[src/rtl/led_sweep_counter.sv]
// Parametrised LED sweep counter: bounce / wrap-up / wrap-down / hold modes
// stepped by an internal clock-enable tick, with a one-cycle reversal/wrap strobe.
module led_sweep_counter #(
    parameter int WIDTH = 5,
    parameter int DIV   = 12_000_000,
    parameter int STEP  = 1
) (
    input  logic             clk,
    input  logic             rst,
    input  logic [1:0]       pmod,
    output logic [WIDTH-1:0] led,
    output logic             dir,
    output logic             tick,
    output logic             evt
);

    localparam int               DW       = $clog2(DIV);
    localparam logic [DW-1:0]    DIV_LAST = DW'(DIV - 1);
    localparam logic [WIDTH:0]   MAX_X    = {1'b0, {WIDTH{1'b1}}};
    localparam logic [WIDTH:0]   STEP_X   = (WIDTH + 1)'(STEP);
    localparam logic [WIDTH-1:0] STEP_LO  = WIDTH'(STEP);
    localparam logic [WIDTH-1:0] TURN_LO  = WIDTH'((1 << WIDTH) - 1 - STEP);

    typedef enum logic [1:0] {
        MODE_BOUNCE    = 2'b00,
        MODE_WRAP_UP   = 2'b01,
        MODE_WRAP_DOWN = 2'b10,
        MODE_HOLD      = 2'b11
    } mode_e;

    logic [1:0]       sync1_q, sync1_d;
    mode_e            mode_q, mode_d;
    logic [DW-1:0]    div_q, div_d;
    logic             tick_q, tick_d;
    logic [WIDTH-1:0] led_q, led_d;
    logic             dir_q, dir_d;
    logic             evt_q, evt_d;

    // One extra bit on every operand so carry/borrow falls out of the MSB.
    logic [WIDTH:0]   led_x, sum_x, diff_x, room_x;

    always_comb begin
        sync1_d = pmod;
        mode_d  = mode_e'(sync1_q);
        tick_d  = (div_q == DIV_LAST);
        div_d   = (div_q == DIV_LAST) ? '0 : div_q + DW'(1);
    end

    always_comb begin
        led_x  = {1'b0, led_q};
        sum_x  = led_x + STEP_X;
        diff_x = led_x - STEP_X;
        room_x = MAX_X - led_x;
    end

    always_comb begin
        led_d = led_q;
        dir_d = dir_q;
        evt_d = 1'b0;
        if (tick_q) begin
            case (mode_q)
                MODE_BOUNCE: begin
                    if (dir_q) begin
                        if (led_x == MAX_X) begin
                            led_d = TURN_LO;
                            dir_d = 1'b0;
                            evt_d = 1'b1;
                        end else if (room_x < STEP_X) begin
                            led_d = '1;
                        end else begin
                            led_d = sum_x[WIDTH-1:0];
                        end
                    end else begin
                        if (led_x == '0) begin
                            led_d = STEP_LO;
                            dir_d = 1'b1;
                            evt_d = 1'b1;
                        end else if (led_x < STEP_X) begin
                            led_d = '0;
                        end else begin
                            led_d = diff_x[WIDTH-1:0];
                        end
                    end
                end
                MODE_WRAP_UP: begin
                    led_d = sum_x[WIDTH-1:0];
                    dir_d = 1'b1;
                    evt_d = sum_x[WIDTH];
                end
                MODE_WRAP_DOWN: begin
                    led_d = diff_x[WIDTH-1:0];
                    dir_d = 1'b0;
                    evt_d = diff_x[WIDTH];
                end
                default: begin
                    // hold: counter and direction frozen
                end
            endcase
        end
    end

    always_ff @(posedge clk) begin
        if (rst) begin
            sync1_q <= '0;
            mode_q  <= MODE_BOUNCE;
            div_q   <= '0;
            tick_q  <= 1'b0;
            led_q   <= '0;
            dir_q   <= 1'b1;
            evt_q   <= 1'b0;
        end else begin
            sync1_q <= sync1_d;
            mode_q  <= mode_d;
            div_q   <= div_d;
            tick_q  <= tick_d;
            led_q   <= led_d;
            dir_q   <= dir_d;
            evt_q   <= evt_d;
        end
    end

    assign led  = led_q;
    assign dir  = dir_q;
    assign tick = tick_q;
    assign evt  = evt_q;

endmodule

[config.mk]
export PLATFORM = sky130hd
export DESIGN_NAME = led_sweep_counter
export DESIGN_NICKNAME = d
export VERILOG_FILES = /design/src/rtl/led_sweep_counter.sv
export SDC_FILE = /design/constraint.sdc
export NUM_CORES = 1
export LEC_CHECK = 0
export ABC_AREA = 1
export BUFFER_PORTS_ARGS = -buffer_cell sky130_fd_sc_hd__buf_2
export CAP_MARGIN = 20
export CORE_ASPECT_RATIO = 1.2
export CORE_MARGIN = 2
export CORE_UTILIZATION = 54
export CTS_CLUSTER_SIZE = 25
export DETAILED_ROUTE_END_ITERATION = 8
export PLACE_DENSITY = 0.86
export SETUP_SLACK_MARGIN = 0.05
export SLEW_MARGIN = 20
export SYNTH_ARGS = -nofsm -noshare
export SYNTH_HDL_FRONTEND = slang
export SYNTH_SLANG_ARGS = --single-unit
export TNS_END_PERCENT = 50
[constraint.sdc]
create_clock -name clk -period 1.5 [get_ports clk]
set_input_delay 0.15 -clock clk [delete_from_list [all_inputs] [get_ports clk]]
set_output_delay 0.15 -clock clk [all_outputs]
set_load 0.02 [all_outputs]
After elaboration in Yosys (flattened, before gate mapping) --
Index checks and enable logic that the tools add are counted.
Word-level totals: bits in registers 36, bits of input ports 4, output and inout port bits 8, word-level logic and storage cells 37
Operators by class: add/sub/neg operators 4, $lt $le $gt $ge 2, equality and inequality tests 4, muxes and demuxes 13, bitwise logic cells 1, reduce and logical (&&, ||, !) cells 6
Operators with widths (number):
- $mux W5 | 5
- $add A24 B1 Y24 const B | 1
- $eq A24 B24 Y1 const B | 1
- $pmux W5 S3 | 1
- $add A5 B1 Y6 const B | 1
- $logic_not A6 Y1 | 1
- $lt A6 B1 Y1 const B | 1
- $pmux W1 S3 | 2
- $sub A5 B1 Y6 const B | 1
- $sub A5 B5 Y6 const A | 1
- $eq A5 B5 Y1 const B | 1
- $lt A5 B1 Y1 const B | 1
- $mux W1 | 5
- $reduce_or A2 Y1 | 2
- $reduce_bool A3 Y1 | 1
- $eq A2 B1 Y1 const B | 1
- $eq A2 B2 Y1 const B | 1
- $logic_not A2 Y1 | 1
- $reduce_and A2 Y1 | 1
- $not A1 Y1 | 1

Longest topological paths before layout --
Gate-level depths: netlist of run 1.
word-level depth 6, gate-level depth with buffers 11, mapped depth without buffers 11

Worst setup path before layout of run 1 --
Ideal clock, no wire load.
kind flip-flop to flip-flop, start point reg led_q[0] (netlist: led[0]), end point reg led_q[4] (netlist: led[4]), library setup time 0.114 ns, data arrival time 1.548 ns, data required time 1.386 ns, setup slack -0.162 ns, stages on the path, launching flop included 10, path buffers 0, clock period less this slack 1.662 ns, path through dfxtp_1 ha_1 nand2_1 nor2_1 inv_1 ha_1 nand2_1 o221ai_1 nand3_1 nand2_1
Between the ends: cells in the longest elaborated chain, start to end 6, elaborated cells on any way between the ends 13, classes of those cells add/sub: 3; order compare: 2; eq/ne: 1; mux: 6; reduce/logical: 1
RTL lines:
- start, declared | RTL line 35 | logic [WIDTH-1:0] led_q, led_d;
- start signal, assigned | RTL line 116 | led_q <= led_d;
- $sub A5 B5 Y6 | RTL line 53 | room_x = MAX_X - led_x;
- $lt A6 B1 Y1 | RTL line 68 | end else if (room_x < STEP_X) begin
- $mux W5 | RTL line 68
- $mux W5 | RTL line 64 | if (led_x == MAX_X) begin
- $mux W5 | RTL line 63 | if (dir_q) begin
- $pmux W5 S3 (*) | RTL line 61 | case (mode_q)
Mark *: on every way between the ends. The rest lies on a longest branch, timed or not. A chain may end at the register's enable or synchronous reset.

Final worst setup path of run 1 --
start point reg led_q[1] (netlist: led[1]), end point reg led_q[2] (netlist: led[2])
Same word-level chain as after synthesis.

==> flow_summary_export.csv, run 1 <==
group,metric,value,unit
outcome,status,"finished clean",
pwr,peakVddDrop,0.0008175,V
final_layout,layout_commonest_cell,"nand2_1",
route,remaining_drc_errors,0,
sta,worst_slew_pin_slew,0.7539,ns
global_routing,antenna_found_initial,0,
synthesis,seq_area_frac_synth,0.3370,
floorplan,die_w,61.45,um
clock_tree,cts_buffer_depth,2,
worst_setup_path,reg2regPathDepth,11,
route,dr.first_iter.drc_count,213,
synthesis,synth_nets,330,
worst_setup_path,path_class,"register to register",
pwr,leakagePower,1.073,nW
place,port_buffers,11,
clock_tree,clkLatencyLatePin,0.29,ns
sta,drv_slew,0,
clock_tree,cts_tree,"built",
pwr,pwr_density_cell,629.2,mW/mm^2
synthesis,synth_cells,317,
min_path,holdPathStages,3,
worst_setup_path,crit_buf_inv,3,
route,routed_wl,5.896,mm
final_layout,final_layout_size_suffix_gt1_frac,0.2717,
sta,setup-violations-final,0,
worst_setup_path,startpoint_type,"register",
clock_tree,h-tree-depth,2,
min_path,holdCritStartpoint,"pmod[0]",
final_layout,n_antenna_cell,0,
floorplan,io_pins,12,
global_routing,grt.total_usage,0.2463,
floorplan,core,0.003879,sq mm
worst_setup_path,slowest_stage,"dfxtp_4",
sta,post-route-min-period,1.426,ns
sta,hold_violations,0,
final_layout,nets,371,
sta,relSlewSlack,0.4968,
route,wl_per_cell,14.35,um
synthesis,ys_types,28,
global_routing,gr-total-overflow,0,
route,ant_nets,0,
sta,skew,0.006360,ns
worst_setup_path,worstPathRequired,1.68,ns
place,place_congestion,0.8940,
worst_setup_path,timing.rr.start,"led[1]",
final_layout,syn_to_final_growth,27.09,%
synthesis,ys_warn_count,0,
place,placed_area,0.002405,sq mm
synthesis,synth_area_per_cell,6.745,sq um
floorplan,fp.dieH,72.94,um
worst_setup_path,cp_data_arrival_time,1.60,ns
global_routing,grt_pass1_wl,8.300,mm
route,dr.pass1.iters,5,
floorplan,initial_utilization,0.5513,
worst_setup_path,endpoint_kind,"register",
global_routing,grt_pass1_vias,2028,
worst_setup_path,crit_fanout,4,
sta,worst_hold_slack,0.07014,ns
synthesis,ys_ff_latch,36,
floorplan,die_area,0.004481,sq mm
worst_setup_path,path_cells,"inv_1, ha_2, inv_2, nor2_2, nand3_2, nand2_1, inv_1, nand2_1, nand2_1, nand2_1, a21oi_1",
worst_setup_path,slowest_delay,0.36,ns
worst_setup_path,cpMostUsedCell,"nand2_1",
final_layout,seq_area,734.5,sq um
sta,rsz0062_at_grt,"yes",
clock_tree,clock_sinks,36,
sta,fin_crit_sh,0.9505,
synthesis,netlist_area,0.002138,sq mm
clock_tree,clockRootBuffer,"clkbuf_8",
place,place_hpwl,3.764,mm
final_layout,finalInstanceArea,0.002718,sq mm
worst_setup_path,regToRegSetupSlack,0.07,ns
final_layout,final_util,0.7006,
flow_run,max_cap_violations,0,
route,vias,2272,
final_layout,final_cell_mix,"77 x nand2_1, 49 x nor2_1, 35 x inv_1",
worst_setup_path,r2r-end,"led[2]",
worst_setup_path,crit_family,"simple AND/OR/NAND/NOR gates",
final_layout,multi_input_area,0.001445,sq mm
final_layout,fillers,316,
floorplan,rows,25,
route,via_per_inst,5.528,
sta,timing.fmax,0.7014,GHz
clock_tree,clkTransAtPathRegs,0.06,ns
clock_tree,numCtsBuffers,5,
global_routing,grt_max_degree,25,
min_path,hold_path_end,"mode_d[0]",
min_path,hold_class,"primary input to register",
[stage by stage]
stage               TNS (ns)  power [mW]  setup slack (ns)  std cells
finish                     0       1.710           0.07424        411
global placement           0       1.074          0.008665        398
global route        -0.02413       1.759          -0.02240        411
detailed placement  -0.05576       1.076          -0.04081        398
floorplan                  0       1.054           0.04387        317
CTS                        0       1.696           0.04945        406
[sequential cells by signal, summed over array words and instances (netlist names)]
| register | count |
|---|---|
| led | 5 |
| dir | 1 |
| evt | 1 |
| mode_d | 2 |
| div_q | 24 |
| mode_q | 2 |
| tick | 1 |
[power breakdown]
| group | internal [mW] | total (mW) | switching, mW |
|---|---|---|---|
| Combinational | 0.0432 | 0.113 | 0.0696 |
| Clock | 0.309 | 0.622 | 0.313 |
| Sequential | 0.965 | 0.975 | 0.00949 |
| Total | 1.32 | 1.71 | 0.392 |
[how the worst max path moves through the flow]
stage	startpoint	to	slack, ns	cells after the start
final	led[1]	led[2]	0.07	11
after global routing	led[1]	led[2]	-0.02	11
after CTS	led[0]	led[0]	0.05	9
after detailed placement	led[0]	led[0]	-0.04	9
after global placement	led[0]	evt	0.009	10
after floorplan	led[3]	led[4]	0.04	8
[cell families after synthesis]
family	after synthesis	share of synthesized area
AND/OR/NAND/NOR	185	0.3885
XOR/XNOR	11	0.04505
adder cells (fa/ha/maj)	9	0.05266
AO/OA/AOI/OAI	33	0.09245
buffers and inverters	43	0.08426
flip-flops	36	0.3370
[timing repair]
item	4_1_cts	5_1_grt
endpoints found under the setup margin	30	31
hold endpoints to repair	0	0
hold buffers	0	0
pin swaps	2	15
cloned	0	3
buffers inserted	2	2
gates resized for setup	6	33
[layout make-up]
type | instances | area share
Timing Repair Buffer | 35 | 0.09254
Tap cell | 54 | 0.02486
Inverter | 39 | 0.05387
Sequential cell | 36 | 0.2703
Clock buffer | 6 | 0.02670
Multi-Input combinational cell | 241 | 0.5318
[cells in the mapped netlist, drive strengths merged]
cell / count / area, sq um
nand2: 85 / 336.6
nor2: 62 / 269.0
inv: 39 / 146.4
dfxtp: 36 / 720.7
nand3: 23 / 115.1
a21oi: 21 / 127.6
ha: 9 / 112.6
o21ai: 9 / 45.04
nand4: 8 / 56.30
xor2: 6 / 52.55
xnor2: 5 / 43.79
nand3b: 3 / 22.52
nor3: 3 / 25.02
buf: 2 / 26.27
clkbuf: 2 / 7.510
o221ai: 2 / 17.52
o31ai: 1 / 7.510
or2: 1 / 6.260
[worst min-delay path, stage by stage]
cell	delay, ns
buf_2	0.08
inv_1	0.03
nor2_1	0.06
[layer usage]
layer / wire length (um) / part of all wire / global-route usage
met5: 0 / 0 / 0
met4: 269 / 0.046 / 0.1111
met3: 301 / 0.051 / 0.05319
met2: 3139 / 0.53 / 0.4515
met1: 2186 / 0.37 / 0.2588
Note: power is estimated with default switching activity, not from simulation.
==> inputs of run 2 (changes only) <==
- HOLD_SLACK_MARGIN: not set -> 0.15
- PLACE_DENSITY: 0.86 -> 0.75
==> run 2 against run 1 <==
Against the previous run:
- clock skew is 0.0020 ns lower
- wire length is 5.7% lower
- core utilization is 2.5 points higher
- global-route usage is 1.3 points higher
- fmax is 1.8% lower
- via count is 4.9% lower
- cell count is 1.5% higher
- sequential cell count stayed put
- die area stayed put
- clock power is 13% higher
- largest cell class unchanged
- first-iteration DRC count is 7.5% lower
==> flow_summary_export.csv, run 2 (synthesis gave the netlist of run 1 again) <==
group,metric,value,unit
outcome,status,"finished clean",
floorplan,core,0.003879,sq mm
worst_setup_path,path_class,"register to register",
floorplan,fp.dieH,72.94,um
sta,worst_slack,0.04765,ns
route,dr.pass1.iters,4,
final_layout,nets,375,
sta,setup-violations-final,0,
global_routing,grt.total_usage,0.2590,
place,port_buffers,11,
final_layout,instances_no_fill,417,
pwr,peakVddDrop,0.0004612,V
final_layout,seq_area,732.0,sq um
pwr,leakagePower,1.097,nW
sta,post-route-min-period,1.452,ns
floorplan,rows,25,
route,wl_per_cell,13.33,um
worst_setup_path,crit_buf_inv,2,
clock_tree,clkTransAtPathRegs,0.07,ns
route,via_per_inst,5.182,
pwr,finalPower,1.811,mW
sta,worst_slew_pin_slew,0.3286,ns
worst_setup_path,endpoint_kind,"register",
sta,relSlewSlack,0.7793,
worst_setup_path,slowest_stage,"dfxtp_2",
place,place_ws,-0.05792,ns
min_path,hold_class,"register to register",
worst_setup_path,crit_start,"div_q[0]",
route,ant_nets,0,
sta,setup_tns,0,ns
global_routing,gr-total-overflow,0,
final_layout,layout_commonest_cell,"nand2_1",
final_layout,multi_input_area,0.001436,sq mm
worst_setup_path,worstPathRequired,1.67,ns
final_layout,final_layout_size_suffix_gt1_frac,0.2837,
global_routing,grt_max_degree,12,
worst_setup_path,timing.rr.start,"div_q[0]",
clock_tree,clkLatencyLatePin,0.28,ns
global_routing,antenna_found_initial,0,
floorplan,die_w,61.45,um
global_routing,grt_pass1_vias,2093,
global_routing,grt_pass1_wl,8.742,mm
sta,worst_hold_slack,0.4084,ns
floorplan,die_area,0.004481,sq mm
clock_tree,cts_tree,"built",
route,routed_wl,5.557,mm
sta,drv_slew,0,
place,place_congestion,0.9589,
worst_setup_path,startpoint_type,"register",
clock_tree,clockRootBuffer,"clkbuf_8",
floorplan,io_pins,12,
final_layout,fillers,306,
final_layout,regMostFlops,"div_q",
sta,skew,0.004347,ns
final_layout,largest_reg_flops,24,
min_path,holdCritStartpoint,"mode_d[1]",
worst_setup_path,cp_data_arrival_time,1.62,ns
clock_tree,h-tree-depth,2,
sta,timing.fmax,0.6885,GHz
sta,hold_violations,0,
final_layout,syn_to_final_growth,31.54,%
place,dp_cells,398,
worst_setup_path,crit_family,"simple AND/OR/NAND/NOR gates",
worst_setup_path,path_cells,"ha_4, inv_4, nor2_8, nand2_4, nor2_4, nand4_4, nand2_4, buf_12, nor2_4",
worst_setup_path,slowest_delay,0.35,ns
sta,fin_crit_sh,0.9682,
clock_tree,numCtsBuffers,5,
route,dr.first_iter.drc_count,197,
pwr,pwr_density_cell,643.9,mW/mm^2
final_layout,n_antenna_cell,0,
sta,rsz0062_at_grt,"yes",
route,vias,2161,
final_layout,final_cell_mix,"77 x nand2_1, 44 x nor2_1, 35 x inv_1",
worst_setup_path,crit_fanout,10,
route,remaining_drc_errors,0,
floorplan,initial_utilization,0.5513,
clock_tree,clock_sinks,36,
flow_run,max_cap_violations,0,
place,place_hpwl,3.825,mm
clock_tree,cts_buffer_depth,2,
## run 2: cell types whose count changed in the layout (fill, tap and decap cells not counted), moves of 3 or more
cell           before  now
nand2_8             3    0
nor2_4              3    8
a21oi_1            13    8
dlygate4sd3_1       0    5
nor2_1             49   44
a21oi_2             8   13
## run 2: cell type report
| class | count | share of cell area |
|---|---|---|
| inverters | 39 | 0.05294 |
| multi-input cells | 238 | 0.5107 |
| well taps | 54 | 0.02402 |
| repair buffers | 42 | 0.1201 |
| flip-flops and latches | 36 | 0.2602 |
| clock buffers | 8 | 0.03203 |
## run 2: per-stage QoR
step                      utilization  instance area [sq um]
after floorplan                     -                   2166
after global placement         0.6297                   2442
after detailed placement       0.6297                   2442
after CTS                      0.6790                   2634
after global routing           0.7252                   2813
final                          0.7252                   2813
## run 2: worst paths after layout
check / end / slack, ns / cells after the start
setup / recovery: div_q[4] / 0.05 / 9
hold / removal: mode_q[1] / 0.41 / 2
setup reg to reg: div_q[4] / 0.05 / 9
hold reg to reg: mode_q[1] / 0.41 / 2
## run 2: power by group
group / total, mW / internal (mW) / switching [mW]
Combinational: 0.135 / 0.0631 / 0.0716
Sequential: 0.973 / 0.965 / 0.00860
Clock: 0.703 / 0.374 / 0.328
## run 2: timing repair
action / in CTS / in global routing
setup buffers: 3 / 3
hold buffers: 5 / 0
gates resized for setup: 8 / 39
hold endpoints to repair: 6 / 0
cloned: 0 / 0
pin swaps: 5 / 18
endpoints found under the setup margin: 31 / 31
## run 2: routing by layer
metal	GRT usage	wire length, um	part of all wire	vias to the layer above
met5	0	0	0	-
met1	0.2917	2226	0.40	990
met3	0.04787	208	0.037	19
li1	-	-	-	1096
met2	0.4527	2931	0.53	56
met4	0.1300	190	0.034	0
## run 2: tightest hold or removal path, cell delays in order, from the launching register on
cell	delay, ns
dfxtp_1	0.30
inv_1	0.04
nor2_1	0.03
==> inputs of run 3 (changes only) <==
- SETUP_SLACK_MARGIN: 0.05 -> not set
==> run 3 against run 2 <==
Against the previous run:
- fmax down 0.20%
- die area unchanged
- highest routed layer unchanged
- global-route usage down 0.48 points
==> flow_summary_export.csv, run 3 (synthesis gave the netlist of run 1 again) <==
group,metric,value,unit
route,wl_per_cell,12.54,um
final_layout,multi_input_area,0.001371,sq mm
global_routing,grt_pass1_vias,2020,
place,place_ws,-0.07018,ns
worst_setup_path,r2r-end,"div_q[11]",
clock_tree,cts_buffer_depth,2,
final_layout,regMostFlops,"div_q",
floorplan,fp.dieH,72.94,um
clock_tree,clkTransAtPathRegs,0.08,ns
worst_setup_path,worstPathRequired,1.68,ns
min_path,hold_path_end,"mode_q[1]",
final_layout,layout_commonest_cell,"nand2_1",
place,place_congestion,0.8893,
clock_tree,clock_sinks,36,
sta,drv_slew,0,
clock_tree,clockRootBuffer,"clkbuf_8",
final_layout,largest_reg_flops,24,
place,place_hpwl,3.910,mm
route,via_per_inst,5.107,
clock_tree,h-tree-depth,2,
final_layout,n_antenna_cell,0,
min_path,hold_class,"register to register",
worst_setup_path,endpoint_kind,"register",
clock_tree,numCtsBuffers,5,
worst_setup_path,crit_fanout,5,
pwr,leakagePower,1.195,nW
floorplan,io_pins,12,
route,ant_nets,0,
route,dr.pass1.iters,4,
global_routing,gr-total-overflow,0,
floorplan,core,0.003879,sq mm
global_routing,grt_pass1_wl,8.528,mm
sta,rsz0062_at_grt,"yes",
min_path,holdCritStartpoint,"mode_d[1]",
place,port_buffers,11,
final_layout,final_cell_mix,"77 x nand2_1, 52 x nor2_1, 34 x inv_1",
sta,post-route-min-period,1.455,ns
worst_setup_path,timing.rr.start,"div_q[1]",
worst_setup_path,cp_data_arrival_time,1.64,ns
worst_setup_path,path_class,"register to register",
final_layout,seq_area,729.5,sq um
sta,worst_slew_pin_slew,0.3260,ns
worst_setup_path,regToRegSetupSlack,0.04,ns
sta,worst_slack,0.04474,ns
route,maxUsedRoutingLayer,"met4",
worst_setup_path,startpoint_type,"register",
route,routed_wl,5.381,mm
sta,fin_crit_sh,0.9702,
worst_setup_path,slowest_delay,0.35,ns
global_routing,grt_max_degree,13,
final_layout,final_layout_size_suffix_gt1_frac,0.2800,
sta,skew,0.005219,ns
route,routed-wl-met2,2.898,mm
worst_setup_path,path_cells,"ha_4, inv_2, nor2_8, nand2_4, nor2_4, nand4_4, nand2_4, clkbuf_16, nor2_1",
sta,setup_tns,0,ns
global_routing,antenna_found_initial,0,
floorplan,die_w,61.45,um
route,wl_met3,159,um
route,remaining_drc_errors,0,
global_routing,grt.total_usage,0.2542,
clock_tree,clkLatencyLatePin,0.28,ns
final_layout,syn_to_final_growth,34.87,%
final_layout,fillers,313,
route,met1_length,2.153,mm
pwr,peakVddDrop,0.0006286,V
sta,hold_violations,0,
route,dr.first_iter.drc_count,188,
worst_setup_path,reg2regPathDepth,9,
outcome,status,"finished clean",
min_path,holdPathStages,2,
route,vias,2191,
flow_run,max_cap_violations,0,
floorplan,initial_utilization,0.5513,
floorplan,die_area,0.004481,sq mm
pwr,finalPower,1.963,mW
worst_setup_path,slowest_stage,"dfxtp_2",
worst_setup_path,cpMostUsedCell,"nand2_4",
sta,relSlewSlack,0.7810,
floorplan,rows,25,
final_layout,final_util,0.7435,
final_layout,nets,387,
sta,timing.fmax,0.6872,GHz
clock_tree,cts_tree,"built",
sta,setup-violations-final,0,
sta,worst_hold_slack,0.4047,ns
pwr,pwr_density_cell,680.5,mW/mm^2
-- run 3: layer usage --
layer  up-vias  GRT usage
li1       1118          -
met1      1005     0.2756
met2        52     0.4634
met3        16    0.03901
met4         0     0.1229
met5         -          0
-- run 3: repair_timing --
item                                    in CTS  in global routing
pin swaps                                    1                 15
hold endpoints to repair                     6                  0
setup buffers                                0                  3
endpoints found under the setup margin       5                 31
resized for setup                            2                 38
hold buffers                                 5                  0
cloned                                       0                  1
-- run 3: through the flow --
| step | std cells | instance area, sq um |
|---|---|---|
| after floorplan | 317 | 2148 |
| after global placement | 412 | 2530 |
| after detailed placement | 412 | 2530 |
| after CTS | 425 | 2699 |
| after global routing | 429 | 2884 |
| final | 429 | 2884 |
-- run 3: power by group --
part	internal, mW	switching [mW]	total (mW)
Sequential	0.967	0.00825	0.975
Clock	0.492	0.349	0.840
Combinational	0.0786	0.0690	0.148
-- run 3: cell type report --
| cell class | count | share of cell area |
|---|---|---|
| clock inverter | 3 | 0.01475 |
| inverter | 39 | 0.05249 |
| clock buffer | 5 | 0.02386 |
| multi-input combinational | 238 | 0.4755 |
| tap | 54 | 0.02343 |
| sequential | 36 | 0.2529 |
| timing repair buffer | 54 | 0.1570 |
-- run 3: critical path, delay by kind of cell, from the launching register on --
kind,cells,cell delay (ns)
buffers and inverters,2,0.23
flip-flops,1,0.35
AND/OR/NAND/NOR,6,0.65
adder cells (fa/ha/maj),1,0.14
-- run 3: how the worst max path moves through the flow --
stage,startpoint,endpoint,slack [ns],cells past startpoint
floorplan,div_q[0],div_q[10],0.005,9
global placement,led[0],evt,-0.04,10
detailed placement,led[0],evt,-0.07,10
CTS,div_q[0],div_q[6],0.006,9
global route,led[1],led[4],-0.02,9
finish,div_q[1],div_q[11],0.04,9
